## src/rtl/if_prefetch_buf.sv

```systemverilog
`default_nettype none
// ============================================================================
// Module      : if_prefetch_buf
// Description : Instruction-fetch stage with a DEPTH-entry prefetch FIFO and
//               branch-redirect squash of in-flight fetches.
// Revision    : 1.0 - initial release
// ============================================================================
module if_prefetch_buf #(
    parameter int                ADDR_W   = 32,
    parameter int                INST_W   = 32,
    parameter int                DEPTH    = 4,
    parameter int                PC_STEP  = 4,
    parameter logic [ADDR_W-1:0] RESET_PC = '0
) (
    input  logic                       clk,
    input  logic                       rst_n,
    input  logic                       br,
    input  logic [ADDR_W-1:0]          br_target,
    input  logic                       id_stall,
    output logic                       mem_req,
    output logic [ADDR_W-1:0]          mem_addr,
    input  logic                       mem_done,
    input  logic [INST_W-1:0]          mem_rdata,
    output logic [ADDR_W-1:0]          pc_o,
    output logic [INST_W-1:0]          inst_o,
    output logic                       valid_o,
    output logic                       if_stallreq,
    output logic                       cancel,
    output logic [$clog2(DEPTH+1)-1:0] level
);

    localparam int                PTR_W    = $clog2(DEPTH);
    localparam int                LVL_W    = $clog2(DEPTH+1);
    localparam logic [LVL_W-1:0]  FULL_LVL = LVL_W'(DEPTH);
    localparam logic [ADDR_W-1:0] STEP     = ADDR_W'(PC_STEP);
    localparam logic [PTR_W-1:0]  PTR_ONE  = PTR_W'(1);

    typedef enum logic [1:0] {
        S_IDLE = 2'd0,
        S_WAIT = 2'd1,
        S_DROP = 2'd2
    } state_t;

    state_t              state;
    state_t              state_nxt;
    logic [ADDR_W-1:0]   fetch_pc;
    logic [ADDR_W-1:0]   fetch_pc_nxt;
    logic [ADDR_W-1:0]   mem_addr_nxt;
    logic [ADDR_W-1:0]   seq_pc;
    logic [LVL_W-1:0]    level_nxt;
    logic                push;
    logic                pop;

    logic [ADDR_W-1:0]   pc_mem   [DEPTH];
    logic [INST_W-1:0]   inst_mem [DEPTH];
    logic [PTR_W-1:0]    wr_ptr;
    logic [PTR_W-1:0]    rd_ptr;

    // Redirect wins over both FIFO ports; a response is only kept in WAIT.
    assign pop    = valid_o & ~id_stall & ~br;
    assign push   = (state == S_WAIT) & mem_done & ~br;
    assign seq_pc = mem_addr + STEP;

    always_comb begin
        level_nxt = level + LVL_W'(push) - LVL_W'(pop);
    end

    always_comb begin
        state_nxt    = state;
        fetch_pc_nxt = fetch_pc;
        mem_addr_nxt = mem_addr;
        case (state)
            S_IDLE: begin
                if (br) begin
                    fetch_pc_nxt = br_target;
                end else if (level < FULL_LVL) begin
                    state_nxt    = S_WAIT;
                    mem_addr_nxt = fetch_pc;
                end
            end
            S_WAIT: begin
                if (br) begin
                    fetch_pc_nxt = br_target;
                    state_nxt    = mem_done ? S_IDLE : S_DROP;
                end else if (mem_done) begin
                    fetch_pc_nxt = seq_pc;
                    if (level_nxt < FULL_LVL) begin
                        mem_addr_nxt = seq_pc;
                    end else begin
                        state_nxt = S_IDLE;
                    end
                end
            end
            S_DROP: begin
                // A redirect landing on the squashed response itself leaves
                // nothing outstanding, so fall back to IDLE and reissue.
                if (br) begin
                    fetch_pc_nxt = br_target;
                    if (mem_done) begin
                        state_nxt = S_IDLE;
                    end
                end else if (mem_done) begin
                    state_nxt    = S_WAIT;
                    mem_addr_nxt = fetch_pc;
                end
            end
            default: begin
                state_nxt = S_IDLE;
            end
        endcase
    end

    always_ff @(posedge clk or negedge rst_n) begin
        if (!rst_n) begin
            state    <= S_IDLE;
            fetch_pc <= RESET_PC;
            mem_addr <= RESET_PC;
        end else begin
            state    <= state_nxt;
            fetch_pc <= fetch_pc_nxt;
            mem_addr <= mem_addr_nxt;
        end
    end

    always_ff @(posedge clk or negedge rst_n) begin
        if (!rst_n) begin
            wr_ptr <= '0;
            rd_ptr <= '0;
            level  <= '0;
        end else if (br) begin
            wr_ptr <= '0;
            rd_ptr <= '0;
            level  <= '0;
        end else begin
            if (push) begin
                wr_ptr <= wr_ptr + PTR_ONE;
            end
            if (pop) begin
                rd_ptr <= rd_ptr + PTR_ONE;
            end
            level <= level_nxt;
        end
    end

    always_ff @(posedge clk) begin
        if (push) begin
            pc_mem[wr_ptr]   <= mem_addr;
            inst_mem[wr_ptr] <= mem_rdata;
        end
    end

    assign mem_req     = (state != S_IDLE);
    assign valid_o     = (level != '0);
    assign pc_o        = valid_o ? pc_mem[rd_ptr]   : '0;
    assign inst_o      = valid_o ? inst_mem[rd_ptr] : '0;
    assign if_stallreq = ~valid_o & ~br;
    assign cancel      = br;

endmodule
`default_nettype wire
```

## config.mk

```make
export PLATFORM = sky130hd
export DESIGN_NAME = if_prefetch_buf
export DESIGN_NICKNAME = d
export VERILOG_FILES = /design/src/rtl/if_prefetch_buf.sv
export SDC_FILE = /design/constraint.sdc
export NUM_CORES = 1
export LEC_CHECK = 0
export CORE_MARGIN = 2
export CORE_UTILIZATION = 50
export CTS_BUF_LIST = sky130_fd_sc_hd__clkbuf_4 sky130_fd_sc_hd__clkbuf_8 sky130_fd_sc_hd__clkbuf_16
export CTS_CLUSTER_DIAMETER = 80
export DETAILED_ROUTE_END_ITERATION = 8
export PLACE_DENSITY = 0.74
export SLEW_MARGIN = 30
export SYNTH_ARGS = -nofsm -noshare
export SYNTH_HDL_FRONTEND = slang
export SYNTH_SLANG_ARGS = --single-unit
```

## constraint.sdc

```tcl
create_clock -name clk -period 6.25 [get_ports clk]
set_clock_uncertainty 0.1 [all_clocks]
set_input_delay 1.25 -clock clk [delete_from_list [all_inputs] [get_ports clk]]
set_output_delay 1.25 -clock clk [all_outputs]
set_load 0.005 [all_outputs]
```

==> flow_summary_export.csv, run 1 <==
group,metric,value,unit
logic_synthesis,netlist_area,0.01407,mm^2
pwr,p_leak,0.005904,uW
layout,fin_nets,1133,
critical_path,slowest_delay,0.64,ns
timing,grt_setup_unrepaired,"false",
place,hpwl,18770,um
global_routing,grt_use_total,0.2118,
logic_synthesis,synth_fa_ha_area_frac,0.007645,
floorplanning,die_w,171.8,um
critical_path,endpoint_kind,"flop",
logic_synthesis,synth_compound_area_frac,0.07254,
floorplanning,dieHeight,171.8,um
timing,slew_violations,0,
run,drv_cap,0,
place,gp_congestion,0.8138,
global_routing,grt_max_degree,67,
layout,area_delta_synth_final,23.41,%
timing,fmax,202.1,MHz
critical_path,required,6.54,ns
layout,n_antenna_cell,0,
pwr,p_total,7213,uW
route,wl_met3,1928,um
logic_synthesis,syn_area_per_cell,15.81,um^2
critical_path,criticalPathCategory,"input pin to flop",
timing,fin_crit,4.948,ns
route,dr_total_vias,8313,
clock_network,cts_made_buffers,35,
logic_synthesis,yosys_warnings,0,
critical_path,cpMaxStageDelayCell,"o311a_1",
min_path,holdCritPathClass,"flop to flop",
place,dpl.cell_count,1397,
route,top_layer_used,"met4",
layout,drive_above_1_share,0.1653,
global_routing,grt_pass1_vias,8362,
clock_network,cts-root-buf,"clkbuf_16",
route,via_per_inst,5.690,
logic_synthesis,synth.area.mux_share,0.1109,
floorplanning,initial_utilization,0.5066,
global_routing,grt_pass1_wl,47040,um
route,drt-met1-wl,12840,um
logic_synthesis,synthDistinctLibCells,59,
route,avgRoutedWirePerCell,21.07,um
critical_path,path_delay_family,"buffers and inverters",
clock_network,clock_sinks,329,
critical_path,setup.worst_path.start_class,"input pin",
logic_synthesis,yosysSeqAreaShare,0.6760,
clock_network,cts_max_level,2,
logic_synthesis,async_flop_share,0.2219,
clock_network,cts.path.max_buffers,3,
global_routing,antenna_found_initial,0,
critical_path,crit_chain,"clkdlybuf4s50_1 -> and2_1 -> nand2_4 -> ha_1 -> inv_1 -> ha_1 -> inv_1 -> fa_1 -> xnor2_1 -> o311a_1 -> buf_4 -> buf_4 -> a21oi_2 -> a2bb2oi_1",
route,route.detailed.drc,0,
logic_synthesis,synth_top_family_by_area,"multiplexers",
logic_synthesis,synthCells,890,
timing,tightestPinTransition,0.9029,ns
route,ant_nets,0,
status,status,"finished, final reports clean",
clock_network,postCtsSetupRepairBufs,0,
clock_network,clkTransAtPathRegs,0.06,ns
logic_synthesis,synthXorXnorAreaFrac,0.01991,
timing,hold_viol_final,0,
logic_synthesis,synth_ff_type,"edfxtp_1",
logic_synthesis,syn_nets,967,
clock_network,insertion_delay,0.50,ns
timing,tns,0,ns
layout,final_cell_mix,"edfxtp_1 (256), clkdlybuf4s50_1 (170), dfrtp_1 (71), and2_1 (66), mux4_2 (64)",
critical_path,arrival,5.24,ns
layout,fin_cells,1461,
route,routed_wl,30780,um
route,drt-pass1-iter-count,5,
pwr,p_per_area,415.3,mW/mm^2
layout,final_common_cell,"edfxtp_1",
timing,setup_violations,0,
layout,final_util,0.6252,
route,drt_iter0_markers,727,
clock_network,cts_hold_buf,0,
logic_synthesis,synth_edf_count,256,
clock_network,cts_tree,"done",
layout,fillers,2074,
route,met2_length,15250,um
critical_path,cp_max_fo,22,
logic_synthesis,synth-simple-area-share,0.08863,
timing,slew_headroom,0.3971,
floorplanning,dieArea,0.02951,mm^2
place,port_buffers,171,
global_routing,overflow,0,
floorplanning,coreArea,0.02778,mm^2
pwr,vdd_drop_max,0.2190,mV
floorplanning,io_pins,172,
timing,fin_crit_sh,0.7917,
floorplanning,rows,61,
critical_path,path_buf_inv,5,
clock_network,cts_resized,0,
logic_synthesis,ys_ff_latch,329,
cell families (layout without fill, tap and decap cells):
group	Yosys count	in the layout
compound gates	146	146
xor+xnor	32	32
fa+ha+maj	8	8
buf+inv	74	267
flops	329	329
mux	76	76
simple gates	225	225
path summary, 6_finish.rpt:
path	end	cells after the start	slack, ns	from
max	mem_addr[26]	14	1.30	mem_done
min	fetch_pc[6]	1	0.38	fetch_pc[6]
max reg2reg	mem_addr[26]	13	2.11	state[0]
min reg2reg	fetch_pc[6]	1	0.38	fetch_pc[6]
max in group asynchronous	rd_ptr[0]	2	4.27	rst_n
min in group asynchronous	fetch_pc[27]	1	0.68	rst_n
metrics by stage:
stage               worst slack [ns]  cell area, um^2  hold slack [ns]
CTS                            1.345            17370           0.3826
finish                         1.302            17370           0.3816
global placement              0.9473            16110           0.3638
global route                   1.117            17370           0.3964
floorplan                      2.130            14070           0.3447
detailed placement            0.8499            16240           0.3681
cells in the mapped netlist (all sizes together) (2+ instances only):
| cell | instances | area share |
|---|---|---|
| a211oi | 4 | 0.0021 |
| a21o | 5 | 0.0027 |
| a21oi | 26 | 0.012 |
| a22oi | 4 | 0.0021 |
| a2bb2oi | 11 | 0.0095 |
| a31oi | 2 | 0.00089 |
| a32oi | 17 | 0.011 |
| and2 | 66 | 0.029 |
| and3 | 6 | 0.0027 |
| and4 | 2 | 0.0012 |
| buf | 30 | 0.012 |
| clkbuf | 30 | 0.0083 |
| dfrtp | 73 | 0.13 |
| edfxtp | 256 | 0.55 |
| ha | 7 | 0.0062 |
| inv | 14 | 0.0037 |
| mux2i | 12 | 0.0085 |
| mux4 | 64 | 0.10 |
| nand2 | 50 | 0.014 |
| nand2b | 4 | 0.0018 |
| nand3 | 24 | 0.0085 |
| nand4 | 11 | 0.0079 |
| nor2 | 41 | 0.011 |
| nor2b | 4 | 0.0018 |
| nor3 | 10 | 0.0052 |
| nor4 | 2 | 0.0020 |
| o21ai | 49 | 0.017 |
| o22ai | 15 | 0.0067 |
| o31a | 5 | 0.0031 |
| xnor2 | 16 | 0.010 |
| xor2 | 16 | 0.010 |
layout make-up:
cell class | instances | area, um^2 | share of cell area
flip-flops and latches | 329 | 9522 | 0.5482
multi-input cells | 487 | 4257 | 0.2451
repair buffers | 189 | 1934 | 0.1114
clock buffers | 49 | 998.5 | 0.05748
well taps | 378 | 473.0 | 0.02723
clock inverters | 15 | 132.6 | 0.007636
inverters | 14 | 52.55 | 0.003025
flip-flops by register name, summed over array words and instances (netlist names):
| signal | cells |
|---|---|
| pc_mem | 128 |
| mem_addr | 32 |
| inst_mem | 128 |
| wr_ptr | 2 |
| fetch_pc | 32 |
| level | 3 |
| state | 2 |
| rd_ptr | 2 |
where the power goes:
group | internal [uW] | leakage, uW | switching (uW)
sequential | 2710 | 0.00321 | 459
clock | 1210 | 0.000572 | 806
combinational | 1180 | 0.00212 | 861
total | 5090 | 0.00590 | 2130
per-layer routing:
layer	vias to the layer above	GRT usage
li1	3766	-
met4	0	0.06138
met1	4180	0.2888
met3	49	0.03451
met5	-	0
met2	318	0.3552
Power figures use the tool's default switching activity.
==> run 2, diff against run 1 <==
==> constraint.sdc (replaced) <==
create_clock -name clk -period 4.7 [get_ports clk]
set_clock_uncertainty 0.1 [all_clocks]
set_input_delay 0.94 -clock clk [delete_from_list [all_inputs] [get_ports clk]]
set_output_delay 0.94 -clock clk [all_outputs]
set_load 0.005 [all_outputs]
==> flow_summary_export.csv, run 2 (synthesized netlist as in run 1, its figures left out) <==
group,metric,value,unit
timing,hold_viol_final,0,
pwr,p_sw,2775,uW
critical_path,setup.worst_path.start_class,"flop",
layout,reg.largest.list,"inst_mem (128), pc_mem (128)",
clock_network,cts-root-buf,"clkbuf_16",
pwr,seqPwrFrac,0.437,
timing,fin_crit_sh,0.9076,
clock_network,cts.path.max_buffers,3,
clock_network,clkTransAtPathRegs,0.06,ns
place,hpwl,18570,um
clock_network,cts_tree,"done",
route,via_per_inst,5.641,
pwr,p_total,9530,uW
clock_network,clock_sinks,329,
critical_path,cp_max_fo,49,
global_routing,overflow,0,
pwr,switching_share,0.2912,
timing,tightestPinTransition,0.8636,ns
clock_network,insertion_delay,0.50,ns
route,dr_total_vias,8236,
min_path,holdCritPathClass,"flop to flop",
timing,hold_ws,0.3794,ns
layout,final_common_cell,"edfxtp_1",
pwr,intPower,6755,uW
pwr,p_per_area,549.7,mW/mm^2
route,route.detailed.drc,0,
timing,grt_setup_unrepaired,"false",
place,port_buffers,171,
clock_network,cts_made_buffers,34,
pwr,clkPwrFrac,0.272,
route,routed_wl,30510,um
timing,fmax,234.4,MHz
place,gp_congestion,0.8308,
pwr,combPwrFrac,0.291,
pwr,p_leak,0.005909,uW
floorplanning,die_w,171.8,um
floorplanning,dieArea,0.02951,mm^2
timing,tns,0,ns
floorplanning,initial_utilization,0.5066,
route,avgRoutedWirePerCell,20.90,um
critical_path,endpoint_kind,"output port",
critical_path,reg2regPathDepth,14,
route,top_layer_used,"met4",
timing,fin_crit,4.266,ns
layout,drive_above_1_share,0.1665,
clock_network,cts_hold_buf,0,
global_routing,grt_pass1_wl,46680,um
clock_network,cts_resized,0,
critical_path,criticalPathCategory,"flop to output port",
layout,fin_nets,1135,
pwr,vdd_drop_max,0.2901,mV
floorplanning,rows,61,
route,drt-met1-wl,13380,um
route,drt_iter0_markers,661,
timing,slew_headroom,0.4242,
floorplanning,coreArea,0.02778,mm^2
layout,final_cell_mix,"edfxtp_1 (256), clkdlybuf4s50_1 (170), dfrtp_1 (71), and2_1 (66), mux4_2 (64)",
layout,area_delta_synth_final,23.17,%
run,drv_cap,0,
route,wl_met3,1628,um
global_routing,grt_max_degree,51,
floorplanning,io_pins,172,
min_path,min_path_cells,2,
route,met2_length,14830,um
global_routing,grt_pass1_vias,8321,
clock_network,postCtsSetupRepairBufs,0,
clock_network,cts_max_level,2,
route,drt-pass1-iter-count,6,
timing,setup_violations,0,
critical_path,arrival,3.23,ns
floorplanning,dieHeight,171.8,um
status,status,"finished, final reports clean",
global_routing,antenna_found_initial,1,
timing,slew_violations,0,
global_routing,grt_use_total,0.2101,
route,ant_nets,0,
critical_path,required,3.66,ns
==> run 2: cell types whose count changed in the layout (fill, tap and decap cells not counted), moves of 2 or more <==
cell | before | now
buf_12 | 1 | 4
buf_16 | 4 | 1
buf_4 | 13 | 16
clkbuf_4 | 13 | 15
clkinv_1 | 6 | 3
==> run 2: cell type report <==
cell class | instances | area (um^2)
clock buffer | 50 | 988.4
fill | 2064 | 10450
antenna | 1 | 2.502
multi-input combinational | 487 | 4267
inverter | 14 | 53.80
clock inverter | 9 | 95.09
tap | 378 | 473.0
timing repair buffer | 192 | 1934
sequential | 329 | 9522
==> run 2: critical path: stages (launching register included) <==
cell	delay (ns)
dfrtp_1	0.45
nor3_1	0.46
clkinv_2	0.73
buf_4	0.46
and2_1	0.17
clkdlybuf4s50_1	0.44
==> run 2: final timing paths <==
kind / from / slack (ns) / endpoint
worst max-delay path: level[2] / 0.43 / pc_o[24]
worst min-delay path: fetch_pc[0] / 0.38 / fetch_pc[0]
worst max register to register: level[2] / 1.18 / mem_addr[31]
worst min register to register: fetch_pc[0] / 0.38 / fetch_pc[0]
max in group asynchronous: rst_n / 3.00 / rd_ptr[0]
min in group asynchronous: rst_n / 0.40 / level[2]
==> run 2: through the flow <==
| step | cells | worst slack (ns) | cell area, um^2 | util |
|---|---|---|---|---|
| floorplan | 890 | 0.8900 | 14070 | - |
| global placement | 1399 | 0.2694 | 16210 | 0.5835 |
| detailed placement | 1400 | 0.2015 | 16240 | 0.5845 |
| CTS | 1459 | 0.7318 | 17320 | 0.6235 |
| global route | 1460 | 0.1920 | 17340 | 0.6240 |
| finish | 1460 | 0.4342 | 17340 | 0.6240 |
==> run 2: routing by layer <==
layer	vias up	GRT usage
met4	0	0.06138
li1	3775	-
met2	273	0.3456
met3	44	0.03566
met1	4144	0.2915
met5	-	0
==> run 2: power by group through the flow <==
stage          clock [uW]  sequential (uW)  combinational [uW]
5_1_grt              2770             4240                3030
3_5_place_dp            0             4220                2800
2_1_floorplan           0             3960                1660
6_report             2590             4170                2770
4_1_cts              2660             4170                2810
3_3_place_gp            0             4220                2740
==> run 3, diff against run 2 <==
--- a/config.mk
+++ b/config.mk
@@ -10,6 +10,7 @@
 export CTS_BUF_LIST = sky130_fd_sc_hd__clkbuf_4 sky130_fd_sc_hd__clkbuf_8 sky130_fd_sc_hd__clkbuf_16
 export CTS_CLUSTER_DIAMETER = 80
 export DETAILED_ROUTE_END_ITERATION = 8
+export GPL_ROUTABILITY_DRIVEN = 0
 export PLACE_DENSITY = 0.74
 export SLEW_MARGIN = 30
 export SYNTH_ARGS = -nofsm -noshare
==> results of run 3 <==
Final layout, timing and power as in run 2 (identical DEF).
